File: config.mk
export PLATFORM = sky130hd
export DESIGN_NAME = inst_fetch
export DESIGN_NICKNAME = d
export VERILOG_FILES = /design/src/rtl/leg_pkg.sv /design/src/rtl/inst_fifo.sv /design/src/rtl/inst_fetch.sv
export SDC_FILE = /design/constraint.sdc
export NUM_CORES = 1
export LEC_CHECK = 0
export CAP_MARGIN = 20
export CORE_ASPECT_RATIO = 0.7
export CORE_MARGIN = 8
export CORE_UTILIZATION = 40
export CTS_CLUSTER_SIZE = 14
export DETAILED_ROUTE_END_ITERATION = 7
export PLACE_DENSITY_LB_ADDON = 0.15
export SLEW_MARGIN = 20
export SYNTH_ARGS = -nofsm -noshare
export SYNTH_HDL_FRONTEND = slang
export SYNTH_HIERARCHICAL = 1
export SYNTH_SLANG_ARGS = --single-unit
File: constraint.sdc
create_clock -name i_clk -period 3.5 [get_ports i_clk]
set_clock_uncertainty 0.1 [all_clocks]
set_input_delay 0.35 -clock i_clk [delete_from_list [all_inputs] [get_ports i_clk]]
set_output_delay 0.35 -clock i_clk [all_outputs]
set_load 0.01 [all_outputs]
File: src/rtl/leg_pkg.sv
// Shared definitions for the fetch/execute pair.
//   INST_WIDTH       instruction width
//   fetch_state_t    fetch FSM states
//   OPC_* / OPA_*    opcode / operand field positions, shared with execute
//   opcode()         helper to pull the opcode field out of an instruction
package leg_pkg;
  localparam int INST_WIDTH = 16;

  localparam int OPC_MSB = 15;
  localparam int OPC_LSB = 12;
  localparam int OPA_MSB = 11;
  localparam int OPA_LSB = 0;

  typedef enum logic [1:0] {
    S_IDLE = 2'd0,
    S_REQ  = 2'd1,
    S_WAIT = 2'd2
  } fetch_state_t;

  function automatic logic [OPC_MSB-OPC_LSB:0] opcode(input logic [INST_WIDTH-1:0] inst);
    return inst[OPC_MSB:OPC_LSB];
  endfunction
endpackage

File: src/rtl/inst_fifo.sv
// Prefetch FIFO between the fetch FSM and execute.
//   clk, rst_n     clock, async active-low reset
//   push, data     write one word
//   pop            consume head (ignored when empty)
//   flush          drop all entries (wins over push/pop)
//   count          current occupancy
//   head           oldest entry, driven straight from storage (no bypass)
module inst_fifo #(
  parameter int WIDTH = 16,
  parameter int DEPTH = 4,
  localparam int AW = $clog2(DEPTH),
  localparam int CW = AW + 1
) (
  input  logic             clk,
  input  logic             rst_n,
  input  logic             push,
  input  logic [WIDTH-1:0] data,
  input  logic             pop,
  input  logic             flush,
  output logic [CW-1:0]    count,
  output logic [WIDTH-1:0] head
);
  logic [WIDTH-1:0] mem [DEPTH];
  logic [AW-1:0]    wr_ptr, rd_ptr;
  logic             do_push, do_pop;

  assign do_push = push && (count != CW'(DEPTH));
  assign do_pop  = pop && (count != '0);
  assign head    = mem[rd_ptr];

  // Storage is reset so the head reads 0 out of reset.
  always_ff @(posedge clk or negedge rst_n) begin
    if (!rst_n) begin
      wr_ptr <= '0;
      rd_ptr <= '0;
      count  <= '0;
      for (int i = 0; i < DEPTH; i++) mem[i] <= '0;
    end else if (flush) begin
      wr_ptr <= '0;
      rd_ptr <= '0;
      count  <= '0;
    end else begin
      if (do_push) begin
        mem[wr_ptr] <= data;
        wr_ptr      <= wr_ptr + AW'(1);
      end
      if (do_pop) rd_ptr <= rd_ptr + AW'(1);
      count <= count + CW'(do_push) - CW'(do_pop);
    end
  end
endmodule

File: src/rtl/inst_fetch.sv
// Instruction fetch: issues single-word requests to a variable-latency
// instruction memory, queues responses in a prefetch FIFO and hands them to
// execute over a ready/ack handshake.
//   i_clk, i_rst_n              clock, async active-low reset
//   i_en                        allow new memory requests
//   o_mem_req, o_mem_addr       one-cycle request pulse + word address
//   i_mem_valid, i_mem_data     one-cycle response
//   o_inst, o_inst_ready        FIFO head / non-empty, to execute
//   i_inst_ack                  execute consumed the head
//   o_pc                        next address to be requested
//   i_redirect, i_redirect_pc   only with FETCH_REDIRECT_EN: flush + new PC
// Optional feature macro: FETCH_REDIRECT_EN
module inst_fetch
  import leg_pkg::*;
#(
  parameter int          ADDR_WIDTH = 10,
  parameter int          INST_WIDTH = leg_pkg::INST_WIDTH,
  parameter int          FIFO_DEPTH = 4,
  parameter int unsigned RESET_PC   = 0
) (
  input  logic                  i_clk,
  input  logic                  i_rst_n,
  input  logic                  i_en,
  output logic                  o_mem_req,
  output logic [ADDR_WIDTH-1:0] o_mem_addr,
  input  logic                  i_mem_valid,
  input  logic [INST_WIDTH-1:0] i_mem_data,
  output logic [INST_WIDTH-1:0] o_inst,
  output logic                  o_inst_ready,
  input  logic                  i_inst_ack,
`ifdef FETCH_REDIRECT_EN
  input  logic                  i_redirect,
  input  logic [ADDR_WIDTH-1:0] i_redirect_pc,
`endif
  output logic [ADDR_WIDTH-1:0] o_pc
);
  localparam int CW = $clog2(FIFO_DEPTH) + 1;
  localparam logic [ADDR_WIDTH-1:0] RST_PC = ADDR_WIDTH'(RESET_PC);

  fetch_state_t          state;
  logic [ADDR_WIDTH-1:0] pc;
  logic                  mem_req;
  logic                  kill;      // outstanding response belongs to a dead stream
  logic [CW-1:0]         count, cnt_nxt;
  logic                  push, pop, credit, go;
  logic                  redirect;
  logic [ADDR_WIDTH-1:0] redirect_pc;

`ifdef FETCH_REDIRECT_EN
  assign redirect    = i_redirect;
  assign redirect_pc = i_redirect_pc;
`else
  assign redirect    = 1'b0;
  assign redirect_pc = RST_PC;
`endif

  // Redirect dominates: it flushes, so neither the response nor the ack lands.
  assign push = (state == S_WAIT) && i_mem_valid && !kill && !redirect;
  assign pop  = i_inst_ack && (count != '0) && !redirect;

  // Occupancy after this edge. A request is only launched when that leaves
  // room for its response, so entries + outstanding never exceed FIFO_DEPTH.
  assign cnt_nxt = redirect ? '0 : count + CW'(push) - CW'(pop);
  assign credit  = cnt_nxt < CW'(FIFO_DEPTH);
  assign go      = i_en && credit;

  always_ff @(posedge i_clk or negedge i_rst_n) begin
    if (!i_rst_n) begin
      state   <= S_IDLE;
      pc      <= RST_PC;
      mem_req <= 1'b0;
      kill    <= 1'b0;
    end else begin
      mem_req <= 1'b0;
      unique case (state)
        S_IDLE: begin
          if (redirect) pc <= redirect_pc;
          if (go) begin
            state   <= S_REQ;
            mem_req <= 1'b1;
          end
        end
        S_REQ: begin
          state <= S_WAIT;
          if (redirect) begin
            pc   <= redirect_pc;
            kill <= 1'b1;            // request already on the bus: drop its reply
          end else begin
            pc <= pc + ADDR_WIDTH'(1); // wraps silently
          end
        end
        S_WAIT: begin
          if (redirect) pc <= redirect_pc;
          if (i_mem_valid) begin
            kill <= 1'b0;
            if (go) begin
              state   <= S_REQ;
              mem_req <= 1'b1;
            end else begin
              state <= S_IDLE;
            end
          end else if (redirect) begin
            kill <= 1'b1;
          end
        end
        default: state <= S_IDLE;
      endcase
    end
  end

  inst_fifo #(.WIDTH(INST_WIDTH), .DEPTH(FIFO_DEPTH)) u_fifo (
    .clk   (i_clk),
    .rst_n (i_rst_n),
    .push  (push),
    .data  (i_mem_data),
    .pop   (pop),
    .flush (redirect),
    .count (count),
    .head  (o_inst)
  );

  assign o_mem_req    = mem_req;
  assign o_mem_addr   = pc;
  assign o_pc         = pc;
  assign o_inst_ready = (count != '0);
endmodule
==> out/qor.txt, run 1 <==
HPWL Detailed: 5.49 mm
Setup Total Neg Slack: 0 ns
Post-DP Area: 0.00475 mm²
Tcrit/Tclk final: 78.4%
Worst path slowest cell: dfrtp_1
initial antenna violation count: 0
number of H-tree levels: 3
max-cap viol count: 0
CTS tree: yes
Worst EP required: 3.65 ns
EDFF count, synth: 0
status: finished, final reports clean
Gate Count Post-Synth: 268
vias in the first global route: 2414
Diodes inserted: 0
Pwr Total: 3.63 mW
FF+latch area: 0.00210 mm²
Post-Layout Cell Count: 459
yosys synthesis warning count: 6
Routed WL per cell: 17.4 µm
first-iteration detailed-routing DRC count: 98
clk slew on worst S/H paths: 0.06 ns
starting density of the core: 40.8%
Port Buffer Count: 58
ys async rst share: 100%
DRT Pass-1 Iters: 4
placed cell count: 442
Die Y: 101 µm
Slew HR: 40.9%
gpl congestion: 0.720
Final Critical Period: 2.74 ns
largest net degree at the start of global routing: 36
Overflow after GRT: 0
pwr dens: 712 mW/mm²
arrival time worst endpoint: 2.89 ns
Clock Latency Late Sink: 0.33 ns
total nets after synthesis: 299
Hold WC Path Type: reg2reg
share of layout cells above drive strength 1: 34.9%
Max Slew Vio Count: 0
die area: 0.0140 mm²
I/O pins: 59
first-pass GRT wire length: 13.2 mm
area of the multi-input gates: 0.00180 mm²
Worst-Margin Slew: 0.886 ns
TritonCTS buffer count: 9
Routed Antenna Nets: 0
Lkg Pwr: 2.29 nW
FMAX: 364 MHz
Crit path largest cell delay: 0.48 ns
crit-path max FO: 8
design area: 0.00510 mm²
utilization after layout: 49.8%
Fin. Hold Viols: 0
Final Net Count: 353
DRC: 0
crit start category: register
Die X: 138 µm
endpoints failing setup: 0
Worst Setup End Kind: register
Netlist Area Pre-Place: 0.00418 mm²
Synth Flop Type: dfrtp_1
post-synthesis sequential area ratio: 50.3%
final wirelength: 7.98 mm
#FFs+latches synth: 84
syn avg cell area: 15.6 µm²
FILL cells: 920
Total GRT Usage: 11.9%
vias per cell: 4.93
clk root buf: clkbuf_16
post-CTS setup buffer count: 0
Sink Count: 84
core box area: 0.0102 mm²
area growth from synthesis to layout: 22.1%
worst-path cell chain: or3_1 -> and2_1 -> o31a_2 -> ha_1 -> inv_1 -> ha_1 -> inv_1 -> fa_1 -> xor2_1 -> and2_2 -> nor3_1
CTS max path bufs: 2
via count: 2265
Cell variety after synth: 40
CP Class: reg2reg
Site Rows: 31
peak supply drop: 0.362 mV
RSZ-0062 raised after global routing: false
synthesized netlist by cell type (2+ instances only):
cell | n | area share (%)
and2_2 | 2 | 0.36
and3_1 | 4 | 0.60
buf_12 | 4 | 1.9
buf_2 | 2 | 0.24
buf_4 | 10 | 1.8
buf_6 | 4 | 1.1
clkbuf_1 | 2 | 0.18
dfrtp_1 | 84 | 50
ha_1 | 9 | 2.7
inv_1 | 10 | 0.90
mux2_2 | 26 | 7.0
mux2_4 | 40 | 14
mux4_2 | 16 | 8.6
nand3b_1 | 3 | 0.54
nand4_1 | 2 | 0.30
nand4b_1 | 2 | 0.42
nor2_1 | 7 | 0.63
nor2b_1 | 2 | 0.30
nor3_1 | 5 | 0.60
nor3b_1 | 3 | 0.54
xnor2_1 | 6 | 1.3
xor2_1 | 7 | 1.5
flip-flops by register name (all words and copies together) (netlist names):
register       cells
o_mem_addr        10
o_mem_req          1
u_fifo/wr_ptr      2
u_fifo/mem        64
u_fifo/count       3
u_fifo/rd_ptr      2
state              2
routing by layer:
layer / vias up / routed length, µm / part of all wire (%) / GRT usage (%)
met2: 37 / 3740 / 47 / 18.5
met1: 1165 / 3840 / 48 / 15.5
met5: - / 0 / 0 / 0
met3: 10 / 311 / 3.9 / 3.84
li1: 1053 / - / - / -
met4: 0 / 92 / 1.2 / 3.74
area by class of cell:
type                            count  share of cell area [%]
Clock buffer                       12                    5.23
Clock inverter                      4                    1.37
Inverter                           10                   0.736
Multi-Input combinational cell    151                    35.4
Sequential cell                    84                    41.2
Tap cell                          132                    3.24
Timing Repair Buffer               66                    12.8
worst paths after layout:
path                              endpoint  cells past startpoint             from  slack (ns)
max                        u_fifo/count[2]                     11  u_fifo/count[1]        0.76
min                          o_mem_addr[9]                      1    o_mem_addr[9]        0.40
min in group asynchronous    o_mem_addr[1]                      2          i_rst_n        0.41
max reg2reg                u_fifo/count[2]                     11  u_fifo/count[1]        0.76
min reg2reg                  o_mem_addr[9]                      1    o_mem_addr[9]        0.40
max in group asynchronous   u_fifo/mem[53]                      3          i_rst_n        2.16
worst max-delay path: cells and delay by family (launching register included):
kind                     cells  cell delay [ns]
AO/OA/AOI/OAI                1             0.13
XOR/XNOR                     1             0.16
adder cells (fa/ha/maj)      3             0.77
buffers and inverters        2             0.11
flip-flops                   1             0.48
AND/OR/NAND/NOR              4             0.93
per-stage QoR:
stage,setup WS [ns],hold slack (ns)
2_1_floorplan,0.831,-0.0456
3_3_place_gp,0.695,0.235
3_5_place_dp,0.650,0.241
4_1_cts,0.744,0.405
5_1_grt,0.610,0.410
6_report,0.756,0.396
power by group:
group	switching (mW)	total, mW	leakage [nW]	internal (mW)
clock network	0.367	1.05	0.169	0.681
registers	0.189	1.41	1.12	1.22
logic	0.412	1.18	0.996	0.766
logic make-up (layout without fill, tap and decap cells):
group	after synthesis	after routing	synth area share [%]
buffers and inverters	33	92	6.44
DFF	84	84	50.3
and+or+nand+nor	41	41	6.44
AOI/OAI and AO/OA	4	4	0.749
other	1	1	0.0898
adders and majority gates	10	10	3.18
muxes	82	82	30.0
xor gates and xnor gates	13	13	2.73
cells in the final DEF, fill, tap and decap left out, types with 2 or more instances in the layout:
master           netlist  final
nand3b_1               3      3
nand4b_1               2      2
mux2_4                40     40
clkbuf_8               1      3
dfrtp_1               84     84
mux4_2                16     16
nor3b_1                3      3
clkinv_2               0      2
clkbuf_16              0      9
xnor2_1                6      6
nor2_1                 7      7
nand4_1                2      2
nor2b_1                2      2
ha_1                   9      9
nor3_1                 5      5
and2_2                 2      2
mux2_2                26     26
bufinv_16              0      2
and3_1                 4      4
inv_1                 10     10
xor2_1                 7      7
clkdlybuf4s50_1        0     57
buf_4                 10      7
what timing repair did:
action,CTS,global route
hold endpoints to repair,33,0
gates resized for setup,0,0
hold buffers,1,0
(Power assumes the default switching activity.)
==> run 2: changes to the inputs <==
==> constraint.sdc (replaced) <==
create_clock -name i_clk -period 2.6 [get_ports i_clk]
set_clock_uncertainty 0.1 [all_clocks]
set_input_delay 0.26 -clock i_clk [delete_from_list [all_inputs] [get_ports i_clk]]
set_output_delay 0.26 -clock i_clk [all_outputs]
set_load 0.01 [all_outputs]
==> out/qor.txt, run 2 (synthesis gave the netlist of run 1 again) <==
initial antenna violation count: 0 (unchanged)
RSZ-0062 raised after global routing: false
sequential group share of total power: 38.4% (-0.3 points)
most frequent cells in the layout: dfrtp_1, clkdlybuf4s50_1, mux2_4
Final Net Count: 364 (+3.1%)
I/O pins: 59 (unchanged)
clk slew on worst S/H paths: 0.06 ns (about the same)
Diodes inserted: 0 (unchanged)
CTS tree: yes
TritonCTS buffer count: 9 (unchanged)
Clock Latency Late Sink: 0.33 ns (about the same)
peak supply drop: 0.374 mV (+3.3%)
pwr dens: 939 mW/mm² (+32%)
vias in the first global route: 2478 (+2.7%)
most common cell after layout, fill and taps aside: dfrtp_1
Setup Total Neg Slack: 0 ns (unchanged)
largest net degree at the start of global routing: 44 (+22%)
first-iteration detailed-routing DRC count: 110 (+12%)
Clock Power Share: 27.2% (-1.6 points)
via count: 2294 (+1.3%)
crit start category: register
Worst Setup End Kind: register
Overflow after GRT: 0 (unchanged)
Port Buffer Count: 58 (unchanged)
die area: 0.0140 mm² (unchanged)
Hold WC Path Type: in2async
HPWL Detailed: 5.52 mm (+0.66%)
Sw Share: 27.0% (+0.38 points)
Sink Count: 84 (unchanged)
arrival time worst endpoint: 2.67 ns (-0.22 ns)
FMAX: 398 MHz (+9.3%)
Sw Pwr: 1.33 mW (+37%)
Fin. Hold Viols: 0 (unchanged)
gpl congestion: 0.696 (-3.4%)
Total GRT Usage: 12.6% (+0.71 points)
CTS max path bufs: 2 (unchanged)
Gate power share: 34.4% (+2.0 points)
DRT Pass-1 Iters: 4 (unchanged)
number of H-tree levels: 3 (unchanged)
vias per cell: 4.89 (-0.88%)
Routed Antenna Nets: 0 (unchanged)
area growth from synthesis to layout: 25.2%
crit-path max FO: 3 (-5)
Max Slew Vio Count: 0 (unchanged)
DRC: 0 (unchanged)
core box area: 0.0102 mm² (unchanged)
FILL cells: 901 (-2.1%)
CP Class: reg2reg
Worst-Margin Slew: 0.581 ns (-0.306 ns)
reg2reg setup slack: 0.09 ns (-0.67 ns)
Site Rows: 31 (unchanged)
max-cap viol count: 0 (unchanged)
Largest Register: u_fifo/mem
Die X: 138 µm (unchanged)
Worst EP required: 2.76 ns (-0.89 ns)
number of flip-flops in the largest register: 64 (unchanged)
final wirelength: 8.21 mm (+2.8%)
Pwr Total: 4.90 mW (+35%)
share of layout cells above drive strength 1: 37.7% (+2.8 points)
Lkg Pwr: 2.33 nW (+2.0%)
Routed WL per cell: 17.5 µm (+0.59%)
starting density of the core: 40.8% (unchanged)
clk root buf: clkbuf_16
endpoints failing setup: 0 (unchanged)
Tcrit/Tclk final: 96.5% (+18 points)
Final Critical Period: 2.51 ns (-0.233 ns)
first-pass GRT wire length: 13.9 mm (+5.2%)
status: finished, final reports clean
Int Pwr: 3.58 mW (+34%)
Die Y: 101 µm (unchanged)
Slew HR: 61.3% (+20 points)
run 2: cell type report:
| cell class | instances | area [µm²] | share of cell area, % |
|---|---|---|---|
| clock inverters | 4 | 75.1 | 1.44 |
| flip-flops and latches | 84 | 2100 | 40.2 |
| clock buffers | 11 | 233 | 4.45 |
| well taps | 132 | 165 | 3.16 |
| inverters | 10 | 37.5 | 0.718 |
| multi-input cells | 151 | 1830 | 35.0 |
| repair buffers | 77 | 786 | 15.0 |
run 2: final timing paths:
kind,depth (start not counted),from,to
min in group i_clk,1,u_fifo/mem[0],u_fifo/mem[0]
setup reg to reg,11,u_fifo/count[1],u_fifo/count[2]
hold reg to reg,1,u_fifo/mem[0],u_fifo/mem[0]
max in group asynchronous,3,i_rst_n,o_mem_addr[7]
hold / removal,2,i_rst_n,o_mem_addr[1]
setup / recovery,11,u_fifo/count[1],u_fifo/count[2]
run 2: worst max-delay path, cell delays in order (launching register included):
cell	delay (ns)
dfrtp_2	0.40
or3_4	0.39
and2_4	0.16
o31a_4	0.11
ha_1	0.27
inv_1	0.06
ha_1	0.13
inv_1	0.05
fa_2	0.33
xor2_1	0.16
and2_2	0.20
nor3_2	0.09
run 2: power groups by stage:
| stage | clock network [mW] | logic, mW | registers, mW |
|---|---|---|---|
| floorplan | 0 | 1.01 | 1.86 |
| global placement | 0 | 1.67 | 1.89 |
| detailed placement | 0 | 1.69 | 1.89 |
| CTS | 1.38 | 1.71 | 1.88 |
| global route | 1.43 | 1.83 | 1.93 |
| finish | 1.33 | 1.69 | 1.88 |
run 2: through the flow:
step	area, µm²	utilization [%]	hold WS, ns	setup WS [ns]	std cells
after floorplan	4190	-	-0.136	0.0258	268
after global placement	4880	47.7	0.205	0.00836	451
after detailed placement	4880	47.7	0.198	0.00742	451
after CTS	5210	50.9	0.377	0.0316	469
after global routing	5230	51.0	0.418	0.0156	469
final	5230	51.0	0.362	0.0899	469
run 2: timing repair:
action                                  CTS  global route
gates resized for setup                   0             2
endpoints found under the hold margin    41             0
pin swaps                                 0             1
setup buffers                             2             0
endpoints found under the setup margin    1             1
hold buffers                              1             0
run 2: per-layer routing:
| layer | track usage [%] | wire, µm | vias to the layer above |
|---|---|---|---|
| li1 | - | - | 1073 |
| met4 | 3.99 | 64 | 0 |
| met3 | 4.12 | 293 | 6 |
| met5 | 0 | 0 | - |
| met1 | 16.7 | 3960 | 1183 |
| met2 | 19.3 | 3890 | 32 |
